--- src/rtl/aes_stream_adapter.sv ---
// Purpose: packs 32-bit words into AES-128 key/plaintext blocks, runs the core, streams back the ciphertext.
// Latency: 4th data word at edge E0 -> core_start high E0+1..E0+CORE_LATENCY -> m_valid from E0+CORE_LATENCY+1.
// Backpressure: s_ready only in COLLECT; m_ready low holds DRAIN (and stalls input) indefinitely.
module aes_stream_adapter #(
    parameter int CORE_LATENCY = 11
) (
    input  logic         clk,
    input  logic         reset,
    input  logic         s_valid,
    output logic         s_ready,
    input  logic [31:0]  s_data,
    input  logic         s_is_key,
    output logic         m_valid,
    input  logic         m_ready,
    output logic [31:0]  m_data,
    output logic         key_loaded,
    output logic         busy,
    output logic [127:0] core_plain_text,
    output logic [127:0] core_key,
    output logic         core_start,
    output logic         core_restart,
    input  logic [127:0] core_cipher_text
);

    localparam int LW = (CORE_LATENCY > 1) ? $clog2(CORE_LATENCY) : 1;

    typedef enum logic [1:0] {
        ST_COLLECT = 2'd0,
        ST_RUN     = 2'd1,
        ST_DRAIN   = 2'd2
    } state_t;

    state_t          state_q, state_d;
    logic [1:0]      word_cnt_q, word_cnt_d;
    logic            grp_key_q, grp_key_d;
    logic [95:0]     stage_q, stage_d;
    logic [127:0]    key_q, key_d;
    logic [127:0]    pt_q, pt_d;
    logic            key_loaded_q, key_loaded_d;
    logic [LW-1:0]   lat_cnt_q, lat_cnt_d;
    logic [1:0]      out_cnt_q, out_cnt_d;
    logic [127:0]    out_q, out_d;
    logic            restart_q, restart_d;

    logic            s_fire;
    logic            m_fire;
    logic            grp_type;
    logic [127:0]    blk;

    // Handshake qualifiers: nothing transfers while reset is asserted.
    always_comb begin
        s_ready = (state_q == ST_COLLECT) && !reset;
        m_valid = (state_q == ST_DRAIN) && !reset;
        s_fire  = s_valid && s_ready;
        m_fire  = m_valid && m_ready;
    end

    // Next-state logic: word grouping, latency count and output sequencing.
    always_comb begin
        state_d      = state_q;
        word_cnt_d   = word_cnt_q;
        grp_key_d    = grp_key_q;
        stage_d      = stage_q;
        key_d        = key_q;
        pt_d         = pt_q;
        key_loaded_d = key_loaded_q;
        lat_cnt_d    = lat_cnt_q;
        out_cnt_d    = out_cnt_q;
        out_d        = out_q;
        restart_d    = 1'b0;
        // Group type is taken from the first word only; later words inherit it.
        grp_type     = (word_cnt_q == 2'd0) ? s_is_key : grp_key_q;
        blk          = {stage_q, s_data};

        case (state_q)
            ST_COLLECT: begin
                if (s_fire) begin
                    grp_key_d  = grp_type;
                    word_cnt_d = word_cnt_q + 2'd1;
                    case (word_cnt_q)
                        2'd0:    stage_d[95:64] = s_data;
                        2'd1:    stage_d[63:32] = s_data;
                        2'd2:    stage_d[31:0]  = s_data;
                        default: begin
                            // Only a complete group ever reaches the core-facing registers.
                            if (grp_type) begin
                                key_d        = blk;
                                key_loaded_d = 1'b1;
                            end else begin
                                pt_d      = blk;
                                lat_cnt_d = '0;
                                state_d   = ST_RUN;
                            end
                        end
                    endcase
                end
            end
            ST_RUN: begin
                lat_cnt_d = lat_cnt_q + LW'(1);
                if (lat_cnt_q == LW'(CORE_LATENCY - 1)) begin
                    out_d     = core_cipher_text;
                    lat_cnt_d = '0;
                    restart_d = 1'b1;
                    state_d   = ST_DRAIN;
                end
            end
            ST_DRAIN: begin
                if (m_fire) begin
                    out_cnt_d = out_cnt_q + 2'd1;
                    if (out_cnt_q == 2'd3) begin
                        out_cnt_d = 2'd0;
                        state_d   = ST_COLLECT;
                    end
                end
            end
            default: state_d = ST_COLLECT;
        endcase
    end

    // State register; reset discards partial groups, pending ciphertext and the key.
    always_ff @(posedge clk) begin
        if (reset) begin
            state_q      <= ST_COLLECT;
            word_cnt_q   <= '0;
            grp_key_q    <= 1'b0;
            stage_q      <= '0;
            key_q        <= '0;
            pt_q         <= '0;
            key_loaded_q <= 1'b0;
            lat_cnt_q    <= '0;
            out_cnt_q    <= '0;
            out_q        <= '0;
            restart_q    <= 1'b0;
        end else begin
            state_q      <= state_d;
            word_cnt_q   <= word_cnt_d;
            grp_key_q    <= grp_key_d;
            stage_q      <= stage_d;
            key_q        <= key_d;
            pt_q         <= pt_d;
            key_loaded_q <= key_loaded_d;
            lat_cnt_q    <= lat_cnt_d;
            out_cnt_q    <= out_cnt_d;
            out_q        <= out_d;
            restart_q    <= restart_d;
        end
    end

    // Output word select: most significant word first.
    always_comb begin
        case (out_cnt_q)
            2'd0:    m_data = out_q[127:96];
            2'd1:    m_data = out_q[95:64];
            2'd2:    m_data = out_q[63:32];
            default: m_data = out_q[31:0];
        endcase
        core_start      = (state_q == ST_RUN);
        core_restart    = restart_q;
        busy            = (state_q != ST_COLLECT);
        key_loaded      = key_loaded_q;
        core_key        = key_q;
        core_plain_text = pt_q;
    end

endmodule

--- config.mk ---
export PLATFORM = sky130hd
export DESIGN_NAME = aes_stream_adapter
export DESIGN_NICKNAME = d
export VERILOG_FILES = /design/src/rtl/aes_stream_adapter.sv
export SDC_FILE = /design/constraint.sdc
export NUM_CORES = 1
export LEC_CHECK = 0
export BUFFER_PORTS_ARGS = -buffer_cell sky130_fd_sc_hd__buf_2
export CAP_MARGIN = 10
export CORE_AREA = 2 2 223 170
export CTS_CLUSTER_DIAMETER = 40
export DETAILED_ROUTE_END_ITERATION = 16
export DIE_AREA = 0 0 225 172
export PLACE_DENSITY_LB_ADDON = 0.3
export SYNTH_ARGS = -nofsm -noshare
export SYNTH_HDL_FRONTEND = slang
export SYNTH_SLANG_ARGS = --single-unit
--- constraint.sdc ---
create_clock -name clk -period 2.5 [get_ports clk]
set_input_delay 0.375 -clock clk [delete_from_list [all_inputs] [get_ports clk]]
set_output_delay 0.375 -clock clk [all_outputs]
set_load 0.03 [all_outputs]
==> impl_results.md, run 1 <==
* CP Data Required Time at 2.12 ns
* TNS Setup at -0.113 ns
* Layout cells sized above 1 at 0.216
* P_leak at 8.55 nW
* Syn nets at 2,452
* Max Root-Sink Buffers at 3
* Vias in the first global route at 15.4k
* Antenna Violating Nets Remaining at 0
* Die H at 172 um
* Distinct cells, synth at 34
* Crit. End Element: output port
* Setup Slack @ Placement at 0.298 ns
* CTS H-tree depth at 2
* Worst vdd ir at 0.000550 V
* Wire length on met1 at 24,500 um
* RSZ-0062 raised after global routing: yes
* Ports at 459
* Critical Path Start Type: flop
* Metal2 WL at 25,700 um
* Fillers at 3,240
* Hpwl dp at 38,100 um
* Clock Skew at 0.0290 ns
* Worst-path clk slew at 0.06 ns
* DR WL met3 at 5320 um
* CP max FO at 32
* Largest net degree at the start of global routing at 265
* Total global-route track usage at 0.283
* Arr. time, crit path at 2.19 ns
* Sequential share of the synthesized area at 0.546
* Final worst slack at -0.0621 ns
* Commonest non-fill, non-tap cell in the layout: nand2_1
* CTS tree: done
* Die width at 225 um
* Cell area power density at 723 nW/um2
* Hold Crit Class: in2reg
* Via count at 17.1k
* Relative slew slack at 0.193
* Layout Nets at 2,821
* Synthesized instance count at 2,277
* # hold bufs at CTS at 0
* Status: finished with violations
* Port-buffer cells at 458
* Clock latency on the worst-skew pair at 0.58 ns
* Ys Warns at 0
* Post-Syn Area at 18,100 um2
* WL/cell at 18.3 um
* Max cap viols at 0
* First-pass GRT wire length at 85,800 um
* Crit path largest cell delay at 0.41 ns
* Syn Area/Cell at 7.94 um2
* Crit path cell chain: inv_4 > ha_1 > buf_6 > a222oi_1 > mux2i_1 > buf_4
* Die area at 38,700 um2
* CORE AREA at 36,600 um2
* Vias per Instance at 5.42
* Starting Density at 0.494
* TritonCTS buffer count at 49
* Failing checks: setup timing
* DRC Markers at 0
* Util after Layout at 0.609
* Number of synthesized register bits at 493
* Final min period at 2.56 ns
* CP max-delay cell: a222oi_1
* Drt pass-1 iters at 9
* Final WL at 57,800 um
* Iter 0 DRT Violations at 1,856
* GPL Wtd Cong at 0.850
* Root Buffer: clkbuf_16
* Worst-margin pin slew at 1.21 ns
* Placed inst area at 20,400 um2
* Initial antenna violation count at 2
* CTS sink count at 493
* Critical path class: reg2out
* Final period util at 1.02
* Area delta synth->final at 23.2%
* Total Power at 16.1 mW
* Setup violators final at 3
* Final hold vios at 0
* Final Instance Area at 22,300 um2
* Most frequent cells in the layout: nand2_1, dfxtp_1, a21oi_1, buf_2, clkbuf_16
* Fmax at 390 MHz
* Uppermost layer routed: met4
* Slew Limit Fails at 0
* Gr ovfl total at 0
* Row cnt at 61
[layout make-up]
class | instances | area (um2) | area share
Clock inverter | 19 | 294 | 0.0132
Inverter | 39 | 149 | 0.00669
Antenna cell | 2 | 5.00 | 0.000225
Sequential cell | 493 | 9880 | 0.444
Tap cell | 472 | 591 | 0.0265
Clock buffer | 70 | 1360 | 0.0609
Timing Repair Buffer | 493 | 2830 | 0.127
Multi-Input combinational cell | 1570 | 7160 | 0.322
[per-stage QoR]
stage / cells / hold slack, ns
floorplan: 2277 / 0.436
finish: 3158 / 0.0465
detailed placement: 3060 / 0.443
CTS: 3150 / 0.00905
global placement: 3060 / 0.439
global route: 3157 / 0.0288
[cell families after synthesis]
| family | Yosys count | share of synthesized area |
|---|---|---|
| flip-flops | 493 | 0.546 |
| multiplexers | 33 | 0.0185 |
| XOR/XNOR | 2 | 0.000970 |
| AO/OA/AOI/OAI | 524 | 0.155 |
| adder cells (fa/ha/maj) | 10 | 0.00692 |
| AND/OR/NAND/NOR | 1001 | 0.213 |
| buffers and inverters | 214 | 0.0600 |
[power by group]
part	switching [mW]	internal [mW]
logic	0.387	0.169
registers	0.0528	7.91
clock network	3.14	4.43
[critical path: cells and delay by family, from the launching register on]
kind,cells,cell delay (ns)
adder cells (fa/ha/maj),1,0.21
AO/OA/AOI/OAI,1,0.41
multiplexers,1,0.15
flip-flops,1,0.37
buffers and inverters,3,0.46
[sequential cells by signal, indices dropped and copies added (netlist names), 2 cells and up]
| signal | count |
|---|---|
| word_cnt_q | 2 |
| core_key | 128 |
| core_plain_text | 128 |
| lat_cnt_q | 4 |
| stage_q | 96 |
| state_q | 2 |
| out_q | 128 |
| out_cnt_q | 2 |
[metal layers]
layer | track usage | vias to the layer above
met5 | 0 | -
met4 | 0.118 | 0
met3 | 0.0644 | 143
met1 | 0.385 | 8064
li1 | - | 8147
met2 | 0.435 | 766
[path summary, 6_finish.rpt]
kind	startpoint	endpoint	slack [ns]	depth (start not counted)
hold / removal	core_cipher_text[47]	out_q[47]	0.05	3
setup reg to reg	word_cnt_q[0]	core_plain_text[86]	0.22	7
hold reg to reg	core_key[107]	core_key[107]	0.45	2
setup / recovery	out_cnt_q[0]	m_data[18]	-0.06	6
[synthesized netlist by cell type (all sizes together)]
| master | number | area [um2] |
|---|---|---|
| a21boi | 1 | 7.51 |
| a21oi | 485 | 2430 |
| a222oi | 32 | 320 |
| a41oi | 1 | 8.76 |
| and2 | 4 | 25.0 |
| and3 | 1 | 6.26 |
| and4b | 1 | 10.0 |
| buf | 94 | 633 |
| clkbuf | 81 | 304 |
| dfxtp | 493 | 9870 |
| ha | 10 | 125 |
| inv | 39 | 146 |
| mux2i | 33 | 334 |
| nand2 | 971 | 3640 |
| nand3 | 2 | 15.0 |
| nand3b | 3 | 22.5 |
| nand4 | 1 | 6.26 |
| nand4b | 1 | 8.76 |
| nor2 | 9 | 33.8 |
| nor2b | 1 | 6.26 |
| nor3b | 2 | 15.0 |
| nor4b | 1 | 23.8 |
| o21ai | 2 | 10.0 |
| o31ai | 3 | 22.5 |
| or2 | 1 | 6.26 |
| or3 | 2 | 12.5 |
| or3b | 1 | 8.76 |
| xnor2 | 2 | 17.5 |
[what timing repair did]
| action | CTS | global route |
|---|---|---|
| setup endpoints to repair | 32 | 13 |
| setup buffers | 0 | 4 |
| pin swaps | 8 | 14 |
| cloned | 1 | 2 |
| gates resized for setup | 25 | 9 |
Note: power is estimated with default switching activity, not from simulation.
==> inputs of run 2 (changes only) <==
- CTS_BUF_LIST: not set -> sky130_fd_sc_hd__clkbuf_8
==> impl_results.md, run 2 (same netlist as run 1, synthesis figures left out) <==
* Largest net degree at the start of global routing at 265 (unchanged)
* Worst vdd ir at 0.000462 V (-16%)
* Status: finished with violations
* RSZ-0062 raised after global routing: yes
* Critical Path Start Type: flop
* Final hold vios at 0 (unchanged)
* Drt pass-1 iters at 8 (-1)
* Layout cells sized above 1 at 0.215 (-0.00183)
* First-pass GRT wire length at 92,200 um (+7.5%)
* Port-buffer cells at 458 (unchanged)
* Relative slew slack at 0.101 (-0.0917)
* Root Buffer: clkbuf_8
* Total global-route track usage at 0.305 (+0.0221)
* CP max FO at 32 (unchanged)
* Setup violators final at 8 (+5)
* Hold Crit Class: in2reg
* Failing checks: setup timing
* Arr. time, crit path at 2.27 ns (+0.08 ns)
* Final Instance Area at 23,600 um2 (+5.9%)
* Sw Share at 0.237 (+0.0146)
* Antenna Violating Nets Remaining at 0 (unchanged)
* Area delta synth->final at 30.4%
* WL/cell at 18.9 um (+3.2%)
* Worst-margin pin slew at 1.35 ns (+0.137 ns)
* Fmax at 378 MHz (-3.3%)
* Most frequent cells in the layout: nand2_1, dfxtp_1, a21oi_1, buf_2, dlygate4sd3_1
* Max cap viols at 0 (unchanged)
* Total Power at 15.3 mW (-4.8%)
* Slew Limit Fails at 0 (unchanged)
* P_leak at 9.23 nW (+8.0%)
* Initial antenna violation count at 5 (+3)
* Worst-path clk slew at 0.06 ns (about the same)
* CP Data Required Time at 2.12 ns (about the same)
* Layout Nets at 2,994 (+6.1%)
* Vias per Instance at 5.48 (+1.1%)
* Final period util at 1.06 (+0.0347)
* Commonest non-fill, non-tap cell in the layout: nand2_1
* CORE AREA at 36,600 um2 (unchanged)
* Die width at 225 um (unchanged)
* Crit path largest cell delay at 0.41 ns (about the same)
* TNS Setup at -0.478 ns (-0.365 ns)
* Die area at 38,700 um2 (unchanged)
* Die H at 172 um (unchanged)
* DRC Markers at 0 (unchanged)
* Iter 0 DRT Violations at 2,169 (+17%)
* Final worst slack at -0.149 ns (-0.0868 ns)
* Final WL at 63,200 um (+9.4%)
* Vias in the first global route at 16.8k (+9.6%)
* Clock Skew at 0.0271 ns (-0.00191 ns)
* CTS H-tree depth at 3 (+1)
* Clock latency on the worst-skew pair at 0.64 ns (+0.06 ns)
* CTS tree: done
* Critical path class: reg2out
* Clock share of power at 0.432 (-0.039)
* P_int at 11.7 mW (-6.6%)
* Crit. End Element: output port
* Sequential power share at 0.520 (+0.025)
* Via count at 18.3k (+7.1%)
* TritonCTS buffer count at 77 (+57%)
* Gr ovfl total at 0 (unchanged)
* Final min period at 2.65 ns (+0.0868 ns)
* GPL Wtd Cong at 0.850 (unchanged)
* Placed inst area at 20,400 um2 (unchanged)
* Starting Density at 0.494 (unchanged)
* Ports at 459 (unchanged)
* CP max-delay cell: a222oi_1
* Cell area power density at 650 nW/um2 (-10%)
* Row cnt at 61 (unchanged)
* CTS sink count at 493 (unchanged)
* Max Root-Sink Buffers at 3 (unchanged)
* Hpwl dp at 38,100 um (unchanged)
* Crit path cell chain: inv_4 > ha_1 > buf_12 > a222oi_1 > mux2i_1 > buf_4
* Combinational Power Share at 0.048 (+0.013)
* Switching power at 3.63 mW (+1.4%)
[run 2: cell types whose count changed in the layout (fill, tap and decap cells not counted), sizes merged]
cell and delta:
clkinv +1, clkinvlp +1, clkbuf +19, dlygate4sd3 +141, buf +3, or3b +2
bufinv -4, inv +23, diode +3
[run 2: final timing paths]
check | startpoint | to | slack (ns) | cells past startpoint
setup / recovery | out_cnt_q[0] | m_data[19] | -0.15 | 6
hold / removal | reset | out_cnt_q[0] | 0.07 | 2
setup reg to reg | lat_cnt_q[0] | out_q[44] | 0.18 | 9
hold reg to reg | core_key[107] | core_key[107] | 0.45 | 2
[run 2: layer usage]
| metal | global-route usage | vias up | wire [um] |
|---|---|---|---|
| li1 | - | 8497 | - |
| met1 | 0.399 | 8584 | 25600 |
| met2 | 0.460 | 1019 | 27900 |
| met3 | 0.0765 | 236 | 6340 |
| met4 | 0.176 | 0 | 3380 |
| met5 | 0 | - | 0 |
[run 2: repair_timing]
item	CTS	global route
cloned	2	4
endpoints found under the hold margin	129	0
setup buffers	0	6
gates resized for setup	44	11
setup endpoints to repair	32	40
hold buffers	141	0
pin swaps	15	13
[run 2: final cells by class]
type	instances	area, um2
multi-input combinational	1572	7190
sequential	493	9880
fill	3013	13000
clock buffer	90	1240
inverter	39	149
timing repair buffer	636	4280
tap	472	591
clock inverter	40	230
antenna	5	12.5
[run 2: worst max-delay path: cells and delay by family (launching register included)]
family	cells	cell delay, ns
buf+inv	3	0.44
compound gates	1	0.41
fa+ha+maj	1	0.23
flops	1	0.39
mux	1	0.17
[run 2: power groups by stage]
| stage | clock [mW] | combinational, mW | sequential [mW] |
|---|---|---|---|
| 2_1_floorplan | 0 | 0.248 | 8.12 |
| 3_3_place_gp | 0 | 0.539 | 8.13 |
| 3_5_place_dp | 0 | 0.546 | 8.13 |
| 4_1_cts | 6.72 | 0.709 | 7.96 |
| 5_1_grt | 7.06 | 0.774 | 7.96 |
| 6_report | 6.62 | 0.732 | 7.96 |
[run 2: per-stage QoR]
step	setup slack, ns	util	hold slack [ns]	std cells
after floorplan	0.286	-	0.436	2277
after global placement	0.395	0.558	0.439	3060
after detailed placement	0.298	0.558	0.443	3060
after CTS	-0.0740	0.642	0.00294	3333
after global routing	-0.228	0.645	0.0427	3346
final	-0.149	0.645	0.0692	3347
==> inputs of run 3 (changes only) <==
- PLACE_DENSITY: not set -> 0.73
- PLACE_DENSITY_LB_ADDON: 0.3 -> not set
==> impl_results.md, run 3 (same netlist as run 1, synthesis figures left out) <==
* Arr. time, crit path at 2.13 ns (-0.14 ns)
* Layout cells sized above 1 at 0.211 (-0.00343)
* CP max FO at 8 (-75%)
* Final WL at 61,100 um (-3.5%)
* Critical path class: reg2out
* CORE AREA at 36,600 um2 (unchanged)
* Max Root-Sink Buffers at 3 (unchanged)
* Die area at 38,700 um2 (unchanged)
* CP Data Required Time at 2.12 ns (about the same)
* Vias in the first global route at 16.9k (+0.20%)
* Worst hold slack at 0.0607 ns (-0.00850 ns)
* Worst vdd ir at 0.000400 V (-13%)
* RSZ-0062 raised after global routing: yes
* Antenna Violating Nets Remaining at 0 (unchanged)
* CTS sink count at 493 (unchanged)
* Commonest non-fill, non-tap cell in the layout: nand2_1
* Vias per Instance at 5.44 (-0.76%)
* CTS H-tree depth at 3 (unchanged)
* Root Buffer: clkbuf_8
* Hold depth at 3 (+1)
* Failing checks: setup timing
* Most frequent cells in the layout: nand2_1, dfxtp_1, a21oi_1, buf_2, dlygate4sd3_1
* Setup violators final at 1 (-7)
* Clock Skew at 0.0284 ns (+0.00125 ns)
* First-pass GRT wire length at 91,200 um (-1.1%)
* Layout Nets at 2,982 (-0.40%)
* TritonCTS buffer count at 77 (unchanged)
* Hpwl dp at 37,800 um (-0.86%)
* Area delta synth->final at 29.7%
* Cell area power density at 643 nW/um2 (-0.97%)
* Die width at 225 um (unchanged)
* Iter 0 DRT Violations at 2,082 (-4.0%)
* Initial antenna violation count at 4 (-1)
* Worst-margin pin slew at 1.06 ns (-0.284 ns)
* Drt pass-1 iters at 6 (-2)
* Critical Path Start Type: flop
* Placed inst area at 20,500 um2 (+0.28%)
* Crit. End Element: output port
* CTS tree: done
* Gr ovfl total at 0 (unchanged)
* Port-buffer cells at 458 (unchanged)
* WL/cell at 18.3 um (-3.0%)
* DRC Markers at 0 (unchanged)
* Fmax at 400 MHz (+5.8%)
* Total global-route track usage at 0.301 (-0.00382)
* Hold Crit Class: in2reg
* Fillers at 3,067 (+1.8%)
* Slew Limit Fails at 0 (unchanged)
* Die H at 172 um (unchanged)
* Row cnt at 61 (unchanged)
* Final Instance Area at 23,400 um2 (-0.58%)
* Total Power at 15.1 mW (-1.5%)
* R2R depth at 8 (-1)
* Clock latency on the worst-skew pair at 0.63 ns (about the same)
* Status: finished with violations
* GPL Wtd Cong at 0.840 (-1.2%)
* Final period util at 1.00 (-0.0584)
* P_leak at 9.18 nW (-0.57%)
* Final worst slack at -0.00300 ns (+0.146 ns)
* Starting Density at 0.494 (unchanged)
* Largest net degree at the start of global routing at 235 (-11%)
* Relative slew slack at 0.290 (+0.189)
* Max cap viols at 0 (unchanged)
* Worst-path clk slew at 0.05 ns (about the same)
* TNS Setup at -0.00300 ns (+0.475 ns)
* Final hold vios at 0 (unchanged)
* Via count at 18.1k (-1.2%)
* Final min period at 2.50 ns (-0.146 ns)
* Ports at 459 (unchanged)
-- run 3: final cells by class --
| class | instances | area, um2 | area share |
|---|---|---|---|
| Antenna cell | 4 | 10.0 | 0.000427 |
| Clock buffer | 92 | 1270 | 0.0540 |
| Clock inverter | 35 | 151 | 0.00646 |
| Inverter | 39 | 146 | 0.00625 |
| Multi-Input combinational cell | 1570 | 7170 | 0.306 |
| Sequential cell | 493 | 9880 | 0.421 |
| Tap cell | 472 | 591 | 0.0252 |
| Timing Repair Buffer | 626 | 4230 | 0.180 |
-- run 3: per-layer routing --
metal | share of wire | routed length (um) | global-route usage
met4 | 0.056 | 3450 | 0.183
met3 | 0.090 | 5470 | 0.0749
met5 | 0 | 0 | 0
met2 | 0.45 | 27200 | 0.456
met1 | 0.41 | 24900 | 0.391
-- run 3: worst paths after layout --
path / startpoint / end / slack [ns]
worst min register to register: core_plain_text[120] / core_plain_text[120] / 0.45
worst max-delay path: out_cnt_q[0] / m_data[22] / -0.003
worst min-delay path: core_cipher_text[82] / out_q[82] / 0.06
worst max register to register: lat_cnt_q[0] / out_q[85] / 0.19
-- run 3: timing repair --
item / CTS / global route
cloned: 1 / 1
buffers inserted: 0 / 1
pin swaps: 16 / 16
endpoints found under the hold margin: 128 / 0
hold buffers: 136 / 0
gates resized for setup: 36 / 14
setup endpoints to repair: 32 / 25
-- run 3: worst max-delay path, stage by stage, from the launching register on --
cell      delay, ns
dfxtp_4        0.36
inv_2          0.06
ha_4           0.20
buf_12         0.16
a222oi_1       0.42
mux2i_1        0.15
buf_4          0.19
-- run 3: through the flow --
| stage | cells | setup WS, ns | utilization |
|---|---|---|---|
| 3_5_place_dp | 3061 | 0.255 | 0.560 |
| 3_3_place_gp | 3061 | 0.361 | 0.560 |
| 5_1_grt | 3330 | -0.121 | 0.641 |
| 6_report | 3331 | -0.00300 | 0.641 |
| 2_1_floorplan | 2277 | 0.286 | - |
| 4_1_cts | 3325 | -0.0308 | 0.639 |
-- run 3: report_power, final --
part / leakage, nW / total (mW) / internal, mW / switching [mW]
clock: 0.838 / 6.39 / 3.31 / 3.08
combinational: 4.36 / 0.730 / 0.302 / 0.428
sequential: 3.97 / 7.96 / 7.91 / 0.0506
